--- src/rtl/axi_req_arbiter.sv ---
// Single-outstanding arbiter from NR_PORTS cache request ports onto one AXI adapter port.
// Define AXI_ARB_ROUND_ROBIN_EN for round-robin selection; fixed lowest-index priority otherwise.
module axi_req_arbiter #(
  parameter int unsigned NR_PORTS       = 3,
  parameter int unsigned DATA_WIDTH     = 256,
  parameter int unsigned AXI_DATA_WIDTH = 64,
  parameter int unsigned AXI_ID_WIDTH   = 4
) (
  input  logic                                                         clk_i,
  input  logic                                                         rst_ni,
  input  logic [NR_PORTS-1:0]                                          req_i,
  input  logic [NR_PORTS-1:0]                                          type_i,
  input  logic [NR_PORTS-1:0][63:0]                                    addr_i,
  input  logic [NR_PORTS-1:0]                                          we_i,
  input  logic [NR_PORTS-1:0][DATA_WIDTH/AXI_DATA_WIDTH-1:0][AXI_DATA_WIDTH-1:0] wdata_i,
  input  logic [NR_PORTS-1:0][DATA_WIDTH/8-1:0]                        be_i,
  input  logic [NR_PORTS-1:0][1:0]                                     size_i,
  input  logic [NR_PORTS-1:0][AXI_ID_WIDTH-1:0]                        id_i,
  output logic [NR_PORTS-1:0]                                          gnt_o,
  output logic [NR_PORTS-1:0]                                          valid_o,
  output logic [DATA_WIDTH-1:0]                                        rdata_o,
  output logic [AXI_ID_WIDTH-1:0]                                      rid_o,
  output logic                                                         ad_req_o,
  output logic                                                         ad_type_o,
  output logic [63:0]                                                  ad_addr_o,
  output logic                                                         ad_we_o,
  output logic [DATA_WIDTH/AXI_DATA_WIDTH-1:0][AXI_DATA_WIDTH-1:0]     ad_wdata_o,
  output logic [DATA_WIDTH/8-1:0]                                      ad_be_o,
  output logic [1:0]                                                   ad_size_o,
  output logic [AXI_ID_WIDTH-1:0]                                      ad_id_o,
  input  logic                                                         ad_gnt_i,
  input  logic                                                         ad_valid_i,
  input  logic [DATA_WIDTH-1:0]                                        ad_rdata_i,
  input  logic [AXI_ID_WIDTH-1:0]                                      ad_id_i
);

  localparam int unsigned SEL_W = $clog2(NR_PORTS);

  typedef enum logic [1:0] {IDLE, REQ, WAIT_RSP} state_e;

  state_e           state_q, state_d;
  logic [SEL_W-1:0] sel_q;
  logic [SEL_W-1:0] win_idx;
  logic             win_found;
  logic             win_valid;

  assign win_valid = |req_i;

`ifdef AXI_ARB_ROUND_ROBIN_EN
  logic [SEL_W-1:0] rr_q;

  // Scan cyclically starting at rr_q; the first requester found wins.
  always_comb begin
    int unsigned p;
    logic [SEL_W-1:0] pi;
    p         = 0;
    pi        = '0;
    win_idx   = '0;
    win_found = 1'b0;
    for (int unsigned k = 0; k < NR_PORTS; k++) begin
      p  = (int'(rr_q) + k) % NR_PORTS;
      pi = SEL_W'(p);
      if (!win_found && req_i[pi]) begin
        win_found = 1'b1;
        win_idx   = pi;
      end
    end
  end

  always_ff @(posedge clk_i or negedge rst_ni) begin
    if (!rst_ni) begin
      rr_q <= '0;
    end else if (state_q == REQ && ad_gnt_i) begin
      rr_q <= (sel_q == SEL_W'(NR_PORTS - 1)) ? '0 : sel_q + 1'b1;
    end
  end
`else
  always_comb begin
    win_idx   = '0;
    win_found = 1'b0;
    for (int unsigned k = 0; k < NR_PORTS; k++) begin
      if (!win_found && req_i[SEL_W'(k)]) begin
        win_found = 1'b1;
        win_idx   = SEL_W'(k);
      end
    end
  end
`endif

  always_comb begin
    state_d  = state_q;
    ad_req_o = 1'b0;
    gnt_o    = '0;
    valid_o  = '0;
    rdata_o  = '0;
    rid_o    = '0;
    unique case (state_q)
      IDLE: begin
        if (win_valid) state_d = REQ;
      end
      REQ: begin
        ad_req_o = 1'b1;
        if (ad_gnt_i) begin
          gnt_o[sel_q] = 1'b1;
          state_d      = WAIT_RSP;
        end
      end
      WAIT_RSP: begin
        // Response fields are gated so they read zero outside a completion.
        if (ad_valid_i) begin
          valid_o[sel_q] = 1'b1;
          rdata_o        = ad_rdata_i;
          rid_o          = ad_id_i;
          state_d        = IDLE;
        end
      end
      default: state_d = IDLE;
    endcase
  end

  always_ff @(posedge clk_i or negedge rst_ni) begin
    if (!rst_ni) begin
      state_q    <= IDLE;
      sel_q      <= '0;
      ad_type_o  <= 1'b0;
      ad_addr_o  <= '0;
      ad_we_o    <= 1'b0;
      ad_wdata_o <= '0;
      ad_be_o    <= '0;
      ad_size_o  <= '0;
      ad_id_o    <= '0;
    end else begin
      state_q <= state_d;
      if (state_q == IDLE && win_valid) begin
        sel_q      <= win_idx;
        ad_type_o  <= type_i[win_idx];
        ad_addr_o  <= addr_i[win_idx];
        ad_we_o    <= we_i[win_idx];
        ad_wdata_o <= wdata_i[win_idx];
        ad_be_o    <= be_i[win_idx];
        ad_size_o  <= size_i[win_idx];
        ad_id_o    <= id_i[win_idx];
      end
    end
  end

endmodule

--- config.mk ---
export PLATFORM = sky130hd
export DESIGN_NAME = axi_req_arbiter
export DESIGN_NICKNAME = d
export VERILOG_FILES = /design/src/rtl/axi_req_arbiter.sv
export SDC_FILE = /design/constraint.sdc
export NUM_CORES = 1
export LEC_CHECK = 0
export CORE_AREA = 2 2 763 765
export CTS_CLUSTER_DIAMETER = 200
export DETAILED_ROUTE_END_ITERATION = 10
export DIE_AREA = 0 0 765 767
export GPL_TIMING_DRIVEN = 0
export HOLD_SLACK_MARGIN = 0.05
export PLACE_DENSITY = 0.3
export SYNTH_ARGS = -nofsm -noshare
export SYNTH_HDL_FRONTEND = slang
export SYNTH_SLANG_ARGS = --single-unit
export TNS_END_PERCENT = 10
--- constraint.sdc ---
create_clock -name clk_i -period 1.7 [get_ports clk_i]
set_clock_uncertainty 0.05 [all_clocks]
set_input_delay 0.17 -clock clk_i [delete_from_list [all_inputs] [get_ports clk_i]]
set_output_delay 0.17 -clock clk_i [all_outputs]
set_load 0.05 [all_outputs]
# == Yosys cells after proc, flatten, opt, wreduce, memory -nomap -nowiden ==
# Cells that the tools add are included.
# totals
register_bits,364
latch_bits,0
mem_bits_rw,0
mem_bits_ro,0
output_inout_bits,627
word_cells,62
mem_count,0
# classes
addsub,0
mul,0
div_mod_pow,0
n_lt_le_gt_ge,3
eq_ne,5
shift,0
mux,33
bitwise,0
reduce_logical,9
# op_table
cell,count
$mux W256,3
$bmux W256 S2,1
$bmux W64 S2,1
$bmux W32 S2,1
$mux W64,1
$mux W32,1
$mux W3,4
$mux W4,3
$mux W2,5
$bmux W4 S2,1
$mux W1,7
$lt A2 B3 Y1 const B,2
$ne A2 B2 Y1 const B,3
$pmux W2 S3,1
$bmux W1 S2,2
$bmux W2 S2,1
$logic_and A1 B1 Y1,4
$reduce_and A3 Y1,1
$reduce_or A3 Y1,1
$demux W1 S2,1
$eq A2 B1 Y1 const B,1
$eq A2 B2 Y1 const B,1
$ge A2 B1 Y1 const B,1
$logic_not A1 Y1,2
$logic_not A2 Y1,1

# == Logic depth before layout (Yosys ltp) ==
# Gate-level depths: netlist of the first run.
# depth
word_depth,9
ltp_mapped,8
depth_no_buf,4

# == Least setup slack after synthesis of the first run ==
# OpenSTA, ideal clock, no wires.
# synth_path
path_type,register to output
start,register state_q[1]
end,output gnt_o[0]
t_arrival_ps,2087
required_ps,1480
slack_ps,-607
stages_incl_launch_ff,5
path_buffers,0
path_cell_list,dfrtp_1 -> nand2b_1 -> inv_1 -> nand2_1 -> nor3_1
# synth_between
elab_chain_cells,2
# synth_lines
item,line_no,source
from (decl),41,"state_e state_q, state_d;"
from (signal assigned),133,state_q <= state_d;
$eq A2 B1 Y1,97,unique case (state_q)
$mux W3,97,
to (decl),19,"output logic [NR_PORTS-1:0] gnt_o,"
# Every way passes these cells.

# == Worst setup path in the final report of the first run ==
# layout_path
start,register ad_wdata_o[249] (netlist bit)
end,output ad_wdata_o[249] (netlist bit)
# layout_lines
item,line_no,source
from (decl),27,"output logic [DATA_WIDTH/AXI_DATA_WIDTH-1:0][AXI_DATA_WIDTH-1:0] ad_wdata_o,"
from (signal assigned),139,ad_wdata_o <= wdata_i[win_idx];
# No word-level cell between the ends.

==> results of run 1 <==
-- how the worst max path moves through the flow --
stage	from	endpoint	slack (ps)	cells after the start
floorplan	state_q[1]$_DFFE_PN0P_	gnt_o[1]	-240	4
global placement	rst_ni	ad_wdata_o[141]$_DFFE_PN0P_	-22140	1
detailed placement	req_i[1]	ad_wdata_o[139]$_DFFE_PN0P_	-3340	7
CTS	req_i[0]	ad_wdata_o[60]$_DFFE_PN0P_	-1280	6
global route	state_q[0]$_DFFE_PN0P_	rdata_o[85]	-1230	8
finish	ad_wdata_o[249]$_DFFE_PN0P_	ad_wdata_o[249]	-1120	1
-- per-layer routing --
| metal | vias to the layer above | GRT usage |
|---|---|---|
| li1 | 16200 | - |
| met1 | 18200 | 0.186 |
| met2 | 2041 | 0.246 |
| met3 | 491 | 0.0893 |
| met4 | 86 | 0.0237 |
| met5 | - | 0 |
-- power breakdown --
| part | switching [uW] | total (uW) | internal, uW |
|---|---|---|---|
| sequential | 3330 | 16500 | 13200 |
| clock | 6020 | 14300 | 8300 |
| combinational | 42900 | 61800 | 18900 |
| total | 52200 | 92600 | 40400 |
-- cell families (layout without fill, tap and decap cells) --
family	count (synthesis)	count (layout)	synth area share
flip-flops	364	364	0.358
AO/OA/AOI/OAI	1086	1086	0.250
buffers and inverters	352	2876	0.0583
other	0	92	0
AND/OR/NAND/NOR	1361	1361	0.334
-- flip-flops by register name (all words and copies together), names as in the netlist --
| signal | cells |
|---|---|
| sel_q | 2 |
| ad_be_o | 32 |
| ad_size_o | 2 |
| state_q | 2 |
| ad_addr_o | 64 |
| ad_type_o | 1 |
| ad_wdata_o | 256 |
| ad_id_o | 4 |
| ad_we_o | 1 |
-- repair_timing --
item / CTS / global route
cloned: 4 / 1
endpoints found under the hold margin: 604 / 221
setup endpoints to repair: 990 / 990
pin swaps: 13 / 18
gates resized for setup: 2095 / 440
setup buffers: 6 / 10
-- cell usage after synthesis (57+ instances only) --
cell type	n
a21oi_1	361
and2_1	260
buf_2	85
clkbuf_1	222
dfrtp_1	364
nand2b_1	364
nor2_1	369
o21ai_0	306
o21ai_1	57
o31ai_1	359
or3b_1	114
or3b_2	246
-- stage by stage --
step	hold WS, ps	instances
2_1_floorplan	-176	3163
3_3_place_gp	429	12900
3_5_place_dp	206	12900
4_1_cts	-705	13400
5_1_grt	-643	13500
6_report	-611	13500
-- cell type report --
class	count	area, um^2	area share
timing repair buffer	2412	26000	0.403
multi-input combinational	2447	15400	0.238
tap	7755	9700	0.150
sequential	364	9110	0.141
buffer	349	2010	0.0311
clock buffer	93	1910	0.0295
antenna	92	230	0.00356
clock inverter	19	206	0.00319
inverter	3	11.3	0.000174
==> summary.md, run 1 <==
| Metric | Value |
|---|---|
| Post-Syn Area | `between 0.02 and 0.03 mm^2` |
| Maximum VDD drop | `0.00105 V` |
| Family with the most delay on the worst path | `buffers and inverters` |
| Clock transition at path regs | `around 50 ps` |
| Hold Buf Count CTS | `~400` |
| Leak pwr | `between 0.02 and 0.025 uW` |
| Worst slew margin | `0.0122` |
| Inserted Clock Buffers | `70` |
| Final Hold Slack | `-611 ps` |
| CP Cell Sequence | `clkdlybuf4s50_1` |
| #FFs+latches synth | `approximately 360` |
| H-tree depth | `3` |
| Post-route worst setup slack | `-1120 ps` |
| R2r startpoint | `state_q[0]$_DFFE_PN0P_` |
| Seq/Total Area, Yosys | `0.358` |
| Worst path slowest cell | `clkdlybuf4s50_1` |
| Top sig layer | `met5` |
| Number of distinct library cells after synthesis | `26` |
| Synthesis-to-finish area growth | `154%` |
| Layout fillers | `around 67000` |
| DPL Wire Length | `between 400 and 500 mm` |
| Top-area cell type share of the netlist area | `0.358` |
| Commonest non-fill, non-tap cell in the layout | `clkdlybuf4s50_1` |
| Final Critical Period | `around 2800 ps` |
| WS Path Type | `reg -> out` |
| Chip height | `between 700 and 800 um` |
| Post-Syn Instances | `about 3200` |
| Pre-CTS setup slack | `-3340 ps` |
| Final Hold Vio Count | `roughly 130` |
| Residual DRC | `0` |
| Core Region | `0.579 mm^2` |
| Die area | `0.587 mm^2` |
| Ys Warns | `0` |
| Layout cells sized above 1 | `0.180` |
| Initial antenna violation count | `between 200 and 300` |
| Worst reg2reg path endpoint | `ad_wdata_o[89]$_DFFE_PN0P_` |
| First-pass GRT wire length | `~560 mm` |
| I/O pins | `a little under 2000` |
| Power Dens Cells | `~1400 mW/mm^2` |
| Clock root cell | `clkbuf_16` |
| Setup TNS | `-685560 ps` |
| Largest net degree at the start of global routing | `just under 90` |
| Total power | `between 90000 and 100000 uW` |
| DRT iter0 DRCs | `between 2000 and 2500` |
| Final instance area | `around 0.065 mm^2` |
| FF-to-FF setup slack | `-840 ps` |
| Clk buf depth | `4` |
| Worst slew pin tran | `1480 ps` |
| Avg Vias per Cell | `approximately 2.7` |
| RD Place Congestion | `0.899` |
| Final core occ | `0.112` |
| Violated checks | `negative hold slack, negative setup slack` |
| Reg2Reg Depth | `8` |
| Crit path launch type | `register` |
| Wire length on met2 | `approximately 210 mm` |
| PortBufs | `around 2000` |
| RSZ-0062 raised after global routing | `true` |
| WP buf/inv | `1` |
| Total global routing overflow | `0` |
| EDFF count, synth | `0` |
| Async SR Flop Fraction | `1.00` |
| Fmax achieved | `between 300 and 400 MHz` |
| Area leader, netlist | `dfrtp_1` |
| Worst EP required | `between 1000 and 1500 ps` |
| First-pass DRT Iterations | `5` |
| WL met3 | `between 60 and 70 mm` |
| Worst path max stage delay | `1410 ps` |
| Average wire per standard cell | `~35 um` |
| HP Class | `in -> async` |
| Crit path DAT | `~2600 ps` |
| Synth top area cells | `dfrtp_1 36%, o31ai_1 11%, nand2b_1 9.0%, or3b_2 8.5%, a21oi_1 7.1%` |
| Post-route ant nets | `0` |
| All-layer global routing usage | `0.156` |
| Row count | `280` |
| Vias in the first global route | `38300` |
| Most frequent cells in the layout | `1701 x clkdlybuf4s50_1, 402 x dlygate4sd3_1, 366 x nor2_1` |
| Wl on met1 | `194 mm` |
| Final setup vio count | `990` |
| Clk_lat worst skew | `~770 ps` |
| Initial Util | `0.0439` |
| Syn_nets | `about 4500` |
| Final Max Tran Viols | `0` |
| Period utilisation layout | `1.66` |
| Die width | `approximately 770 um` |
| CTS sink count | `~360` |
| Top FF cell, synth | `dfrtp_1` |
| Syn Area/Cell | `8.04 um^2` |
| Final #Nets | `roughly 7000` |
| CP Capture Type | `output pin` |
| MaxCap Viol Count | `0` |
| DR vias | `37000` |
| Crit Path Max Fanout | `2` |
| Drt total wl | `between 400 and 500 mm` |
| Area post-placement | `~0.055 mm^2` |
| CTS tree | `yes` |
| Status | `finished, violations left` |
Power figures use the tool's default switching activity.
==> inputs of run 2 (changes only) <==
TNS_END_PERCENT = 100   (was 10)
==> run 2 against run 1 <==
Effect of this change:
- the run ends with negative hold slack, max-capacitance violations, max-slew violations, negative setup slack left
- register-to-register slack better by 60 ps
- first-iteration DRC count up 5.4%
- worst hold slack worse by 33 ps
- core utilization down 0.15 points
- fmax up 3.4%
- critical endpoint is now ad_wdata_o[136]
- highest routed layer unchanged
==> summary.md, run 2 (synthesized netlist as in run 1, its figures left out) <==
| Metric | Value |
|---|---|
| First-pass DRT Iterations | `6` |
| Worst slew margin | `-0.0336` |
| PortBufs | `around 2000` |
| Final Hold Vio Count | `approximately 140` |
| Post-route ant nets | `0` |
| Initial Util | `0.0439` |
| Die width | `765 um` |
| Worst path max stage delay | `roughly 1300 ps` |
| CP Cell Sequence | `clkdlybuf4s50_1` |
| Max reg flops | `roughly 260` |
| Setup TNS | `-660640 ps` |
| Period utilisation layout | `1.60` |
| Clock transition at path regs | `approximately 60 ps` |
| Biggest regs | `ad_wdata_o x256, ad_addr_o x64, ad_be_o x32` |
| Largest Register | `ad_wdata_o` |
| Final Hold Slack | `-643 ps` |
| Clk buf depth | `3` |
| H-tree depth | `2` |
| RD Place Congestion | `0.960` |
| Fmax achieved | `between 300 and 400 MHz` |
| Inserted Clock Buffers | `just over 60` |
| Layout cells sized above 1 | `0.194` |
| I/O pins | `around 2000` |
| Die area | `about 0.59 mm^2` |
| Violated checks | `negative hold slack, max-capacitance violations, max-slew violations, negative setup slack` |
| Leak pwr | `about 0.022 uW` |
| Synthesis-to-finish area growth | `151%` |
| Residual DRC | `0` |
| WS Path Type | `reg -> out` |
| Final Critical Period | `2730 ps` |
| First-pass GRT wire length | `about 570 mm` |
| Drt total wl | `between 400 and 500 mm` |
| Commonest non-fill, non-tap cell in the layout | `clkdlybuf4s50_1` |
| Row count | `280` |
| CTS tree | `yes` |
| Avg Vias per Cell | `between 2 and 3` |
| Crit path launch type | `register` |
| Most frequent cells in the layout | `1693 x clkdlybuf4s50_1, 366 x nor2_1, 364 x dfrtp_1` |
| Initial antenna violation count | `258` |
| Clock root cell | `clkbuf_16` |
| Hold Buf Count CTS | `363` |
| Final setup vio count | `988` |
| Clk_lat worst skew | `780 ps` |
| All-layer global routing usage | `0.158` |
| Post-route worst setup slack | `-1030 ps` |
| DRT iter0 DRCs | `between 2000 and 3000` |
| DPL Wire Length | `~430 mm` |
| Average wire per standard cell | `35.6 um` |
| Maximum VDD drop | `around 0.001 V` |
| Crit path DAT | `between 2000 and 3000 ps` |
| CTS sink count | `between 300 and 400` |
| WP buf/inv | `1` |
| Status | `finished, violations left` |
| CP Capture Type | `output pin` |
| Worst slew pin tran | `approximately 1600 ps` |
| Chip height | `767 um` |
| DR vias | `about 37000` |
| Core Region | `between 0.5 and 0.6 mm^2` |
| Worst EP required | `roughly 1500 ps` |
| Final core occ | `0.110` |
| Family with the most delay on the worst path | `buffers and inverters` |
| Vias in the first global route | `38500` |
| HP Class | `in -> async` |
| Final Max Tran Viols | `2` |
| Worst path slowest cell | `clkdlybuf4s50_1` |
| RSZ-0062 raised after global routing | `true` |
| Power Dens Cells | `approximately 1400 mW/mm^2` |
| Total global routing overflow | `0` |
| MaxCap Viol Count | `2` |
| Crit Path Max Fanout | `2` |
| Final #Nets | `between 6000 and 7000` |
| Largest net degree at the start of global routing | `between 80 and 90` |
run 2: cell types whose count changed in the layout (fill, tap and decap cells not counted), sizes merged, moves of 2 or more:
cell and change:
clkdlybuf4s50 -8, bufinv +3, clkdlybuf4s15 +3, dlygate4sd2 +5, clkbuf -2, dlygate4sd3 -39
diode +19
run 2: timing repair:
item,4_1_cts,5_1_grt
endpoints found under the hold margin,560,198
setup buffers,7,4
gates resized for setup,2023,255
setup endpoints to repair,990,989
gates cloned,2,3
pin swaps,7,13
run 2: worst paths after layout:
kind                                        startpoint                     endpoint  slack, ps  cells past startpoint
max                        ad_wdata_o[136]$_DFFE_PN0P_              ad_wdata_o[136]      -1030                      1
min in group clk_i                         wdata_i[37]   ad_wdata_o[37]$_DFFE_PN0P_        110                      3
max in group asynchronous                       rst_ni  ad_wdata_o[136]$_DFFE_PN0P_        600                      3
min                                             rst_ni   ad_wdata_o[91]$_DFFE_PN0P_       -640                      1
min reg2reg                 ad_wdata_o[10]$_DFFE_PN0P_   ad_wdata_o[10]$_DFFE_PN0P_        440                      2
max reg2reg                     state_q[1]$_DFFE_PN0P_   ad_wdata_o[97]$_DFFE_PN0P_       -780                      6
run 2: area by class of cell:
cell class	count	area, um^2
Clock inverter	23	329
Fill cell	67100	515000
Sequential cell	364	9110
Tap cell	7755	9700
Multi-Input combinational cell	2447	15400
Antenna cell	111	278
Buffer	349	1810
Inverter	3	11.3
Clock buffer	90	1770
Timing Repair Buffer	2373	25300
run 2: worst reg2reg max path, delay by kind of cell, from the launching register on:
| family | cells | cell delay (ps) |
|---|---|---|
| buffers and inverters | 3 | 1440 |
| AND/OR/NAND/NOR | 1 | 140 |
| flip-flops | 1 | 410 |
| AO/OA/AOI/OAI | 2 | 340 |
run 2: routing by layer:
| metal | routed length [um] | global-route usage |
|---|---|---|
| met1 | 203000 | 0.197 |
| met2 | 206000 | 0.243 |
| met3 | 58900 | 0.0789 |
| met4 | 12300 | 0.0296 |
| met5 | 565 | 0 |
run 2: per-stage QoR:
| stage | total power (uW) | area [um^2] | std cells | setup slack (ps) |
|---|---|---|---|---|
| after floorplan | 43000 | 25700 | 3163 | -242 |
| after global placement | 75300 | 55100 | 12900 | -22470 |
| after detailed placement | 75100 | 55800 | 12900 | -3350 |
| after CTS | 91800 | 62500 | 13400 | -1160 |
| after global routing | 94700 | 63500 | 13400 | -1150 |
| final | 90800 | 63800 | 13500 | -1030 |
run 2: power breakdown:
group          switching (uW)  internal, uW
combinational           42400         17900
clock                    6020          8080
sequential               3230         13200
